--- src/rtl/uart_rx_fifo.sv ---
// UART receiver (2-flop synchronised rx, mid-bit sampling) feeding a show-ahead receive FIFO.
// Define UART_RX_PARITY_EN to add an even-parity bit after the data bits.
module uart_rx_fifo #(
    parameter int unsigned CLKS_PER_BIT = 16,
    parameter int unsigned DATA_BITS    = 8,
    parameter int unsigned FIFO_DEPTH   = 16
) (
    input  logic                          CLK,
    input  logic                          RESETn,
    input  logic                          rx,
    input  logic                          rd_en,
    output logic [DATA_BITS-1:0]          rd_data,
    output logic                          empty,
    output logic                          full,
    output logic [$clog2(FIFO_DEPTH):0]   count,
    output logic                          frame_err,
    output logic                          overrun,
    output logic                          parity_err
);

    localparam int unsigned CW = $clog2(CLKS_PER_BIT);
    localparam int unsigned BW = $clog2(DATA_BITS);
    localparam int unsigned AW = $clog2(FIFO_DEPTH);
    localparam logic [CW-1:0] HALF_M1   = CW'(CLKS_PER_BIT / 2 - 1);
    localparam logic [CW-1:0] BIT_M1    = CW'(CLKS_PER_BIT - 1);
    localparam logic [BW-1:0] LAST_BIT  = BW'(DATA_BITS - 1);
    localparam logic [AW:0]   DEPTH_CNT = (AW + 1)'(FIFO_DEPTH);

    typedef enum logic [2:0] {
        StIdle,
        StStart,
        StData,
`ifdef UART_RX_PARITY_EN
        StParity,
`endif
        StStop,
        StBreak
    } state_e;

    state_e                 state_q, state_d;
    logic [CW-1:0]          cnt_q, cnt_d;
    logic [BW-1:0]          bit_q, bit_d;
    logic [DATA_BITS-1:0]   shift_q, shift_d;
    logic                   push_q, push_d;
    logic                   ferr_d;
    logic                   rx_meta_q, rx_sync_q, rx_prev_q;
`ifdef UART_RX_PARITY_EN
    logic                   par_bad_q, par_bad_d;
    logic                   perr_d;
`endif

    logic [DATA_BITS-1:0]   mem [FIFO_DEPTH];
    logic [AW-1:0]          wr_ptr_q, rd_ptr_q;
    logic [AW:0]            count_q;
    logic                   do_push, do_pop;

    always_ff @(posedge CLK or negedge RESETn) begin
        if (!RESETn) begin
            rx_meta_q <= 1'b1;
            rx_sync_q <= 1'b1;
            rx_prev_q <= 1'b1;
            state_q   <= StIdle;
            cnt_q     <= '0;
            bit_q     <= '0;
            shift_q   <= '0;
            push_q    <= 1'b0;
            frame_err <= 1'b0;
`ifdef UART_RX_PARITY_EN
            par_bad_q  <= 1'b0;
            parity_err <= 1'b0;
`endif
        end else begin
            rx_meta_q <= rx;
            rx_sync_q <= rx_meta_q;
            rx_prev_q <= rx_sync_q;
            state_q   <= state_d;
            cnt_q     <= cnt_d;
            bit_q     <= bit_d;
            shift_q   <= shift_d;
            push_q    <= push_d;
            frame_err <= ferr_d;
`ifdef UART_RX_PARITY_EN
            par_bad_q  <= par_bad_d;
            parity_err <= perr_d;
`endif
        end
    end

    always_comb begin
        state_d = state_q;
        cnt_d   = cnt_q + 1'b1;
        bit_d   = bit_q;
        shift_d = shift_q;
        push_d  = 1'b0;
        ferr_d  = 1'b0;
`ifdef UART_RX_PARITY_EN
        par_bad_d = par_bad_q;
        perr_d    = 1'b0;
`endif
        case (state_q)
            StIdle: begin
                cnt_d = '0;
                bit_d = '0;
`ifdef UART_RX_PARITY_EN
                par_bad_d = 1'b0;
`endif
                if (rx_prev_q && !rx_sync_q) state_d = StStart;
            end
            StStart: begin
                if (cnt_q == HALF_M1) begin
                    cnt_d   = '0;
                    state_d = rx_sync_q ? StIdle : StData;
                end
            end
            StData: begin
                if (cnt_q == BIT_M1) begin
                    cnt_d   = '0;
                    shift_d = {rx_sync_q, shift_q[DATA_BITS-1:1]};
                    bit_d   = bit_q + 1'b1;
`ifdef UART_RX_PARITY_EN
                    if (bit_q == LAST_BIT) state_d = StParity;
`else
                    if (bit_q == LAST_BIT) state_d = StStop;
`endif
                end
            end
`ifdef UART_RX_PARITY_EN
            StParity: begin
                if (cnt_q == BIT_M1) begin
                    cnt_d   = '0;
                    state_d = StStop;
                    // Even parity: data plus parity bit must hold an even number of ones.
                    if (rx_sync_q != ^shift_q) begin
                        par_bad_d = 1'b1;
                        perr_d    = 1'b1;
                    end
                end
            end
`endif
            StStop: begin
                if (cnt_q == BIT_M1) begin
                    cnt_d = '0;
                    if (rx_sync_q) begin
                        state_d = StIdle;
`ifdef UART_RX_PARITY_EN
                        push_d  = !par_bad_q;
`else
                        push_d  = 1'b1;
`endif
                    end else begin
                        state_d = StBreak;
                        ferr_d  = 1'b1;
                    end
                end
            end
            StBreak: begin
                cnt_d = '0;
                if (rx_sync_q) state_d = StIdle;
            end
            default: state_d = StIdle;
        endcase
    end

`ifndef UART_RX_PARITY_EN
    assign parity_err = 1'b0;
`endif

    // A pop frees the slot in the same cycle, so a full FIFO still accepts a push alongside it.
    assign do_pop  = rd_en && (count_q != '0);
    assign do_push = push_q && ((count_q != DEPTH_CNT) || do_pop);
    assign overrun = push_q && (count_q == DEPTH_CNT) && !rd_en;

    always_ff @(posedge CLK or negedge RESETn) begin
        if (!RESETn) begin
            wr_ptr_q <= '0;
            rd_ptr_q <= '0;
            count_q  <= '0;
        end else begin
            if (do_push) wr_ptr_q <= wr_ptr_q + 1'b1;
            if (do_pop)  rd_ptr_q <= rd_ptr_q + 1'b1;
            if (do_push && !do_pop)      count_q <= count_q + 1'b1;
            else if (do_pop && !do_push) count_q <= count_q - 1'b1;
        end
    end

    // shift_q stays stable until the next frame's data bits, well after the push cycle.
    always_ff @(posedge CLK) begin
        if (do_push) mem[wr_ptr_q] <= shift_q;
    end

    assign empty   = (count_q == '0);
    assign full    = (count_q == DEPTH_CNT);
    assign count   = count_q;
    assign rd_data = empty ? '0 : mem[rd_ptr_q];

endmodule

--- config.mk ---
export PLATFORM = sky130hd
export DESIGN_NAME = uart_rx_fifo
export DESIGN_NICKNAME = d
export VERILOG_FILES = /design/src/rtl/uart_rx_fifo.sv
export SDC_FILE = /design/constraint.sdc
export NUM_CORES = 1
export LEC_CHECK = 0
export ABC_AREA = 1
export BUFFER_PORTS_ARGS = -buffer_cell sky130_fd_sc_hd__buf_2
export CORE_MARGIN = 5
export CORE_UTILIZATION = 38
export DETAILED_ROUTE_END_ITERATION = 12
export HOLD_SLACK_MARGIN = 0.08
export PLACE_DENSITY = 0.55
export RECOVER_POWER = 50
export SKIP_LAST_GASP = 1
export SYNTH_ARGS = -nofsm -noshare
export SYNTH_HDL_FRONTEND = slang
export SYNTH_SLANG_ARGS = --single-unit
--- constraint.sdc ---
create_clock -name CLK -period 6.2 [get_ports CLK]
set_clock_uncertainty 0.05 [all_clocks]
set_input_delay 1.55 -clock CLK [delete_from_list [all_inputs] [get_ports CLK]]
set_output_delay 1.55 -clock CLK [all_outputs]
set_load 0.01 [all_outputs]
==> impl_metrics.env <==
export IMPL_cts_root_buf="clkbuf_16"
export IMPL_track_usage=0.1537
export IMPL_crit_type="flip-flop to primary output"
export IMPL_start_util=0.3881
export IMPL_fillers=1656
export IMPL_rows=49
export IMPL_seqPwrFrac=0.376
export IMPL_drc=0
export IMPL_wl_per_cell_um=17.31
export IMPL_critPathCaptureType="primary output"
export IMPL_start_kind="flip-flop"
export IMPL_port_buffers=20
export IMPL_die_w_um=145.9
export IMPL_clk_latency_ns=0.42
export IMPL_clk_path_buf_depth=2
export IMPL_fin_crit_sh=0.7930
export IMPL_totalWireLength_um=15720
export IMPL_drt_antenna_violating_nets=0
export IMPL_antenna_found_initial=0
export IMPL_overflow=0
export IMPL_status="finished, violations left"
export IMPL_power_share_combinational=0.285
export IMPL_power_switching_w=0.001151
export IMPL_period_minus_slack_ns=4.917
export IMPL_vias=4548
export IMPL_ctsResizeCount=0
export IMPL_numCtsBuffers=17
export IMPL_pin_count=22
export IMPL_slew_limit_headroom=-0.4370
export IMPL_worst_r2r_path_depth=15
export IMPL_min_path_cells=0
export IMPL_post_cts_setup_buffers=0
export IMPL_rsz0062_at_grt="false"
export IMPL_cts_sinks=164
export IMPL_final_cell_mix="nand2_1 (219), edfxtp_1 (128), nand3_1 (107)"
export IMPL_synth_ff_type="edfxtp_1"
export IMPL_grt_max_degree=67
export IMPL_cp_required_ns=4.60
export IMPL_drive_gt1_frac=0.1134
export IMPL_yosys_warnings=0
export IMPL_gp_congestion=0.8086
export IMPL_min_path_type="flip-flop to flip-flop"
export IMPL_yosysUniqueCellTypes=29
export IMPL_die_y_um=145.9
export IMPL_drt_initial_drc_count=384
export IMPL_antennaDiodeCount=0
export IMPL_placeableCoreArea_um2=18090
export IMPL_power_density_nw_per_um2=433.7
export IMPL_worst_slew_pin_slew_ns=2.153
export IMPL_p_int_w=0.002305
export IMPL_post_synth_cell_area_avg_um2=10.95
export IMPL_total_leakage_power_nw=3.252
export IMPL_clk_pin_slew_worst_paths_ns=0.06
export IMPL_utilization=0.4406
export IMPL_viasPerCell=5.009
export IMPL_cts_tree="yes"
export IMPL_area_delta_synth_final_pct=13.53
export IMPL_syn_area_um2=7019
export IMPL_grt_pass1_wl_um=25200
export IMPL_finalSetupViolCount=0
export IMPL_synth_edf_count=128
export IMPL_ir_worst_vdd_mv=0.2128
export IMPL_slew_viol_final=103
export IMPL_dieArea_um2=21290
export IMPL_synth_cells=641
export IMPL_drv_cap=2
export IMPL_swShare=0.3330
export IMPL_grt_pass1_vias=4497
export IMPL_dp_hpwl_um=9460
export IMPL_yosysSeqAreaShare=0.6765
export IMPL_final_common_cell="nand2_1"
export IMPL_finalSetupTns_ns=0
export IMPL_ctsHtreeMaxLevel=4
export IMPL_final_hold_violation_count=0
export IMPL_postCtsHoldBufs=0
export IMPL_crit_fanout=65
export IMPL_dr_pass1_iters=5
export IMPL_synthArstFlopShare=0.2195
export IMPL_clock_power_share=0.339
export IMPL_clock_fmax_mhz=203.4
export IMPL_synth_nets=658
export IMPL_violations="capacitance limit, slew limit"
export IMPL_fin_nets=683
export IMPL_ys_ff_latch=164
export IMPL_worstPathArrival_ns=3.32
-- kinds of logic after synthesis --
logic type | synth area share
AND/OR/NAND/NOR | 0.2230
flip-flops | 0.6765
buffers and inverters | 0.04420
AO/OA/AOI/OAI | 0.01907
adder cells (fa/ha/maj) | 0.02424
XOR/XNOR | 0.01248
other | 0.0005342
-- layer usage --
metal  GRT usage  wire, µm  vias up  share of wire
met5           0         0        -              0
met4     0.05461       225        0          0.014
met3     0.03426       595       18          0.038
met2      0.2433      7480       85           0.48
met1      0.2093      7418     2216           0.47
li1            -         -     2229              -
-- layout make-up --
class / instances / area [µm²] / share of cell area
sequential: 164 / 4750 / 0.5960
clock inverter: 9 / 201.4 / 0.02528
clock buffer: 23 / 457.9 / 0.05747
inverter: 31 / 116.4 / 0.01460
multi-input combinational: 418 / 1953 / 0.2451
timing repair buffer: 34 / 203.9 / 0.02559
tap: 229 / 286.5 / 0.03596
-- cell usage after synthesis (all sizes together) (2+ instances only) --
master,number,area (µm²)
clkbuf,2,7.510
xor2,9,78.83
dfstp,3,78.83
ha,12,150.1
a21oi,12,60.06
o21ai,10,50.04
inv,30,112.6
nand2,221,842.1
a22o,2,17.52
dfrtp,33,825.8
nand3,107,535.5
buf,26,186.4
nor2,23,96.35
nor3,17,85.08
edfxtp,128,3844
-- registers in the layout (all words and copies together), names as in the netlist, 3 cells and up --
name	count
mem	128
shift_q	8
count	5
cnt_q	4
rd_ptr_q	4
wr_ptr_q	4
bit_q	3
state_q	3
-- worst paths after layout --
| kind | startpoint | to | slack, ns |
|---|---|---|---|
| setup / recovery | rd_ptr_q[0]$_DFFE_PN0P_ | rd_data[1] | 1.28 |
| hold / removal | rx_meta_q$_DFF_PN1_ | rx_sync_q$_DFF_PN1_ | 0.31 |
| setup reg to reg | count[1]$_DFFE_PN0P_ | count[4]$_DFFE_PN0P_ | 3.23 |
| hold reg to reg | rx_meta_q$_DFF_PN1_ | rx_sync_q$_DFF_PN1_ | 0.31 |
| max in group asynchronous | RESETn | rd_ptr_q[0]$_DFFE_PN0P_ | 3.22 |
| min in group asynchronous | RESETn | count[3]$_DFFE_PN0P_ | 1.62 |
-- power groups by stage --
| stage | Sequential, W | Clock [W] | Combinational (W) |
|---|---|---|---|
| after floorplan | 0.00129 | 0 | 0.000763 |
| after global placement | 0.00132 | 0 | 0.000973 |
| after detailed placement | 0.00132 | 0 | 0.000988 |
| after CTS | 0.00130 | 0.00119 | 0.000991 |
| after global routing | 0.00131 | 0.00124 | 0.00111 |
| final | 0.00130 | 0.00117 | 0.000984 |
-- stage by stage --
step                setup slack, ns  hold WS, ns  total power (W)  area [µm²]  instances
finish                        1.283       0.3120         0.003456        7969        908
global route                 0.8855       0.3198         0.003668        7969        908
CTS                           1.959       0.3114         0.003484        7970        907
detailed placement            2.432       0.3028         0.002308        7311        875
global placement              2.461       0.2973         0.002291        7311        875
floorplan                     2.780       0.2952         0.002051        7019        641
-- critical path: stages, from the launching register on --
cell and delay [ns]:
dfrtp_2 0.40, inv_1 1.51, nand2_1 0.11, nand3_1 0.16
nand3_1 0.17, nand2_1 0.14, nand2_1 0.06, a21oi_1 0.17
buf_2 0.15
(Power assumes the default switching activity.)
